## src/rtl/csr_alu_pkg.sv

```systemverilog
// Shared Zicsr control codes and the read-only CSR address range.
// Also used by csr_alu when the CSR_ALU_ILLEGAL_CHECK_EN build option is defined.
package csr_alu_pkg;

    typedef enum logic [1:0] {
        CSR_PASS  = 2'b00,
        CSR_SET   = 2'b01,
        CSR_CLEAR = 2'b10,
        CSR_RSVD  = 2'b11
    } csr_ctrl_e;

    // CSR addresses 0xC00-0xFFF are read-only by the privileged architecture.
    localparam logic [1:0] CSR_RO_ADDR_PREFIX = 2'b11;

    function automatic logic csr_addr_is_ro(input logic [1:0] addr_hi);
        return addr_hi == CSR_RO_ADDR_PREFIX;
    endfunction

endpackage

```

## src/rtl/csr_alu_core.sv

```systemverilog
// Combinational CSR read-modify-write result mux (CSRRW / CSRRS / CSRRC).
module csr_alu_core
    import csr_alu_pkg::*;
#(
    parameter int WIDTH = 32
) (
    input  logic [1:0]       ctrl_i,
    input  logic [WIDTH-1:0] op_a_i,
    input  logic [WIDTH-1:0] data_i,
    output logic [WIDTH-1:0] result_o
);

    csr_ctrl_e ctrl;
    assign ctrl = csr_ctrl_e'(ctrl_i);

    always_comb begin
        result_o = data_i;
        case (ctrl)
            CSR_PASS:  result_o = op_a_i;
            CSR_SET:   result_o = data_i | op_a_i;
            CSR_CLEAR: result_o = data_i & ~op_a_i;
            default:   result_o = data_i;
        endcase
    end

endmodule

```

## src/rtl/csr_alu.sv

```systemverilog
// Zicsr execute-stage unit: result mux, write-enable/illegal decode and a one-stage output register.
// Build option: define CSR_ALU_ILLEGAL_CHECK_EN to flag and suppress writes to read-only CSRs.
module csr_alu
    import csr_alu_pkg::*;
#(
    parameter int WIDTH = 32
) (
    input  logic             clk_i,
    input  logic             reset_n_i,
    input  logic [1:0]       csr_control_i,
    input  logic [WIDTH-1:0] csr_op_a_i,
    input  logic [WIDTH-1:0] csr_data_i,
    input  logic             csr_valid_i,
    input  logic             csr_src_zero_i,
    input  logic [11:0]      csr_addr_i,
    output logic [WIDTH-1:0] csr_result_o,
    output logic             csr_we_o,
    output logic             csr_illegal_o,
    output logic [WIDTH-1:0] csr_result_q_o,
    output logic             csr_we_q_o
);

    logic             raw_we;
    logic [WIDTH-1:0] result_d, result_q;
    logic             we_d, we_q;

    csr_alu_core #(.WIDTH(WIDTH)) u_core (
        .ctrl_i   (csr_control_i),
        .op_a_i   (csr_op_a_i),
        .data_i   (csr_data_i),
        .result_o (csr_result_o)
    );

    // CSRRW always writes; CSRRS/CSRRC skip the write only when the source field is x0/zimm=0.
    always_comb begin
        raw_we = 1'b0;
        case (csr_ctrl_e'(csr_control_i))
            CSR_PASS:            raw_we = csr_valid_i;
            CSR_SET, CSR_CLEAR:  raw_we = csr_valid_i & ~csr_src_zero_i;
            default:             raw_we = 1'b0;
        endcase
    end

`ifdef CSR_ALU_ILLEGAL_CHECK_EN
    logic addr_unused;
    assign addr_unused   = ^csr_addr_i[9:0];
    assign csr_illegal_o = raw_we & csr_addr_is_ro(csr_addr_i[11:10]);
`else
    logic addr_unused;
    assign addr_unused   = ^csr_addr_i;
    assign csr_illegal_o = 1'b0;
`endif

    assign csr_we_o = raw_we & ~csr_illegal_o;

    assign result_d = csr_result_o;
    assign we_d     = csr_we_o;

    always_ff @(posedge clk_i or negedge reset_n_i) begin
        if (!reset_n_i) begin
            result_q <= '0;
            we_q     <= 1'b0;
        end else begin
            result_q <= result_d;
            we_q     <= we_d;
        end
    end

    assign csr_result_q_o = result_q;
    assign csr_we_q_o     = we_q;

endmodule

```

## config.mk

```make
export PLATFORM = sky130hd
export DESIGN_NAME = csr_alu
export DESIGN_NICKNAME = d
export VERILOG_FILES = /design/src/rtl/csr_alu_pkg.sv /design/src/rtl/csr_alu_core.sv /design/src/rtl/csr_alu.sv
export SDC_FILE = /design/constraint.sdc
export NUM_CORES = 1
export LEC_CHECK = 0
export CAP_MARGIN = 20
export CELL_PAD_IN_SITES_DETAIL_PLACEMENT = 0
export CELL_PAD_IN_SITES_GLOBAL_PLACEMENT = 2
export CORE_MARGIN = 3
export CORE_UTILIZATION = 30
export CTS_CLUSTER_DIAMETER = 60
export DETAILED_ROUTE_END_ITERATION = 10
export DONT_BUFFER_PORTS = 1
export GPL_ROUTABILITY_DRIVEN = 0
export PLACE_DENSITY_LB_ADDON = 0.1
export SLEW_MARGIN = 20
export SYNTH_ARGS = -nofsm -noshare
export SYNTH_HDL_FRONTEND = slang
export SYNTH_SLANG_ARGS = --single-unit
export TNS_END_PERCENT = 20
```

## constraint.sdc

```tcl
create_clock -name clk_i -period 3.5 [get_ports clk_i]
set_clock_uncertainty 0.1 [all_clocks]
set_input_delay 0.525 -clock clk_i [delete_from_list [all_inputs] [get_ports clk_i]]
set_output_delay 0.525 -clock clk_i [all_outputs]
set_load 0.01 [all_outputs]
```

Yosys cells after proc, flatten, opt, wreduce, memory -nomap -nowiden
Cells that the tools add are included.
- register bits: 33
- word-level logic and storage cells: 13
- memory bits (read-only): 0
- bits in latches: 0
- output and inout port bits: 67
- bits of input ports: 82
- memories: 0
- memory bits (writable): 0
- reduce and logical (&&, ||, !) cells: 2
- bitwise operators: 5
- eq/ne operators: 2
- add/subtract/negate cells: 0
- div/mod/pow operators: 0
- multiplexer cells: 2
- shift-type cells: 0
- magnitude comparators: 0
- multipliers: 0
- operator list (cell ; number):
    $pmux W32 S3 ; 1
    $and A32 B32 Y32 ; 1
    $not A32 Y32 ; 1
    $or A32 B32 Y32 ; 1
    $eq A2 B1 Y1 const B ; 1
    $eq A2 B2 Y1 const B ; 1
    $logic_not A2 Y1 ; 1
    $pmux W1 S2 ; 1
    $reduce_or A2 Y1 ; 1
    $and A1 B1 Y1 ; 1
    $not A1 Y1 ; 1

Logic depth before layout (Yosys ltp)
- depth in word-level cells: 3
- mapped depth: 6

Hierarchy
From an unflattened synthesis, not the netlist that was laid out.
- cells, all modules: 180
- area, all modules: 1716.6 sq um
- modules (own cells, without submodules) (module ; area each (sq um) ; cells each ; instances):
    csr_alu ; 889.6 ; 42 ; 1
    csr_alu_core ; 827.0 ; 138 ; 1

Worst setup path after synthesis
Ideal clock, no wire load.
- kind: input-to-output
- from: in csr_control_i[0]
- to: out csr_result_o[18]
- data arrival time: 1.382 ns
- setup slack: 1.493 ns
- stages on the path: 6
- path buffers: 2
- cells stage by stage: inv_1 -> ha_1 -> buf_2 -> buf_2 -> mux2i_1 -> a2bb2oi_1
- word-level cells in the longest chain between the ends: 2
- elaborated cells between the ends (all ways): 4
- those cells by class: eq/ne: 2; mux: 1; reduce/logical: 1
- ends and longest elaborated chain (item ; RTL line ; text):
    start: declaration ; csr_alu.sv:10 ; input logic [1:0] csr_control_i,
    $eq A2 B2 Y1, or another cell as far along ; csr_alu_core.sv:18 ; case (ctrl)
    $pmux W32 S3 (*) ; csr_alu_core.sv:18 ;
    end: declaration ; csr_alu.sv:16 ; output logic [WIDTH-1:0] csr_result_o,
Every way passes the cells marked *; elsewhere a longest branch is shown, timed or not.

Final worst setup path
- from: in csr_control_i[0]
- to: out csr_result_o[15]
The elaborated chain is that of the path after synthesis.

==> metrics.md <==
| Metric | Value |
|---|---|
| CTS resizes | 0 |
| Hold Path Class | in2reg |
| Die height | 83.7 microns |
| Fin util | 0.347 |
| Seq/Total Area, Yosys | 0.456 |
| Placed insts | 218 |
| # setup viols final | 0 |
| Clk Tree Root Cell | clkbuf_8 |
| Num CTS Buffers | 5 |
| Ys async rst share | 1.00 |
| Initial Util | 0.319 |
| Critical Path Start Type | input pin |
| Setup_tns | 0 ps |
| Die X | 83.7 microns |
| DR vias/cell | 5.55 |
| Routed WL | 5180 microns |
| Nets | 241 |
| Worst Tran Pin Value | 661 ps |
| Slew HR | 0.559 |
| Cells after Synth | 156 |
| Routed vias | 1265 |
| Leakage | 0.923 nW |
| Clk buf depth | 2 |
| Synth Warn # | 0 |
| Top Ports | 149 |
| Post-Syn Area | 0.00181 sq mm |
| Cell variety after synth | 15 |
| DRC Markers | 0 |
| Pre-CTS setup slack | 917 ps |
| PortBufs | 0 |
| Routed Antenna Nets | 0 |
| Mapped Avg Cell Area | 11.6 sq um |
| Hpwl dp | 3730 microns |
| Non-Filler Instances | 228 |
| Hold path start | csr_op_a_i[27] |
| Layout cell share with drive strength beyond 1 | 0.0962 |
| Initial antenna violation count | 0 |
| CTS clk-pin slew, worst paths | 70 ps |
| Num Clock Sinks | 33 |
| Worst Path Class, Setup | in2out |
| Total global-route track usage | 0.146 |
| Final worst slack | 933 ps |
| Power Total | 0.000905 W |
| Fin. max-slew vios | 0 |
| Routed len/inst | 22.7 microns |
| Syn Nets | 242 |
| Worst VDD drop | 0.000185 V |
| Final hold vios | 0 |
| PwrDens | 459 mW/mm^2 |
| Outcome | completed |
| Commonest non-fill, non-tap cells in the layout | dfrtp_1 (33), mux2i_1 (31), a2bb2oi_1 (31), nor2b_1 (30), clkbuf_8 (5) |
| Fin crit share | 0.733 |
| Max H-tree Level | 2 |
| Hold worst-path end | csr_result_q_o[27] |
| Core area | 0.00568 sq mm |
| Initial DRC Count | 41 |
| Global-route wire length before repair | 8020 microns |
| Std-Cell Rows | 27 |
| Commonest non-fill, non-tap cell in the layout | dfrtp_1 |
| Unrepaired setup endpoints after global routing | false |
| WHS Path Cells | 2 |
| Fillers | 589 |
| Die Footprint | 0.00700 sq mm |
| Post-synthesis register bit count | 33 |
| EDFF count, synth | 0 |
| Postcts setup bufs | 0 |
| Final min period | 2570 ps |
| Crit path max fanout | 19 |
| Worst setup EP type | output pin |
| Pin count of the biggest net entering global routing | 36 |
| Pre-Repair DR Iteration Count | 4 |
| Vias in the first global route | 1384 |
| Synth Flop Type | dfrtp_1 |
| Critical Path RT | 2870 ps |
| Antenna Cells | 0 |
| TritonCTS clock tree | yes |
| Gr ovfl total | 0 |
| Fmax achieved | 390 MHz |
| Worst Path Arrival | 1940 ps |
| Maxcap violations | 0 |
| Area grow syn2layout | 8.85% |
[critical path, stage by stage]
cell	delay [ps]
inv_1	60
ha_1	510
buf_4	350
mux2i_1	120
a2bb2oi_1	370
[state kept, by name (all words and copies together) (netlist names)]
register,flops
csr_result_q_o,32
csr_we_q_o,1
[layout make-up]
cell class / instances / area [sq um] / share of cell area
timing repair buffer: 6 / 60.1 / 0.0305
sequential: 33 / 826 / 0.419
multi-input combinational: 105 / 897 / 0.455
clock inverter: 2 / 10.0 / 0.00508
tap: 72 / 90.1 / 0.0457
clock buffer: 6 / 72.6 / 0.0368
inverter: 4 / 15.0 / 0.00762
[metal layers]
metal	vias up	track usage	part of all wire
met1	622	0.166	0.38
met4	0	0.0439	0.014
li1	551	-	-
met3	8	0.0829	0.12
met2	84	0.232	0.48
met5	-	0	0
[stage by stage]
| stage | area (sq um) | hold WS, ps |
|---|---|---|
| after detailed placement | 1860 | 130 |
| after CTS | 1970 | 309 |
| after global placement | 1860 | 130 |
| after floorplan | 1810 | 129 |
| after global routing | 1970 | 319 |
| final | 1970 | 324 |
[Yosys cell counts, types with 2 or more instances]
cell / number / area [sq um]
inv_1: 4 / 15.0
a2bb2oi_1: 31 / 272
ha_1: 4 / 50.1
mux2i_1: 31 / 310
dfrtp_1: 33 / 826
buf_4: 2 / 15.0
buf_2: 12 / 60.1
and2b_1: 3 / 22.5
nor2b_1: 30 / 188
[report_power, final]
part	switching (W)	total (W)	internal (W)
sequential	0.0000371	0.000458	0.000421
combinational	0.000100	0.000168	0.0000677
clock	0.000141	0.000279	0.000138
[logic make-up (layout without fill, tap and decap cells)]
| kind of cell | after synthesis | in the layout | share of synthesized area |
|---|---|---|---|
| compound gates | 34 | 34 | 0.167 |
| fa+ha+maj | 4 | 4 | 0.0276 |
| buf+inv | 18 | 18 | 0.0498 |
| flops | 33 | 33 | 0.456 |
| mux | 31 | 31 | 0.171 |
| other cells | 1 | 1 | 0.00207 |
| simple gates | 35 | 35 | 0.126 |
[worst max path at each step]
stage	from	end	depth (start not counted)
after floorplan	csr_control_i[0]	csr_result_o[18]	6
after global placement	csr_control_i[0]	csr_result_o[7]	5
after detailed placement	csr_control_i[0]	csr_result_o[15]	5
after CTS	csr_control_i[0]	csr_result_o[15]	5
after global routing	csr_control_i[0]	csr_result_o[15]	5
final	csr_control_i[0]	csr_result_o[15]	5
[timing repair]
item                       4_1_cts  5_1_grt
setup endpoints to repair        0        0
hold endpoints to repair        33        0
hold buffers                     2        0
Note: power is estimated with default switching activity, not from simulation.
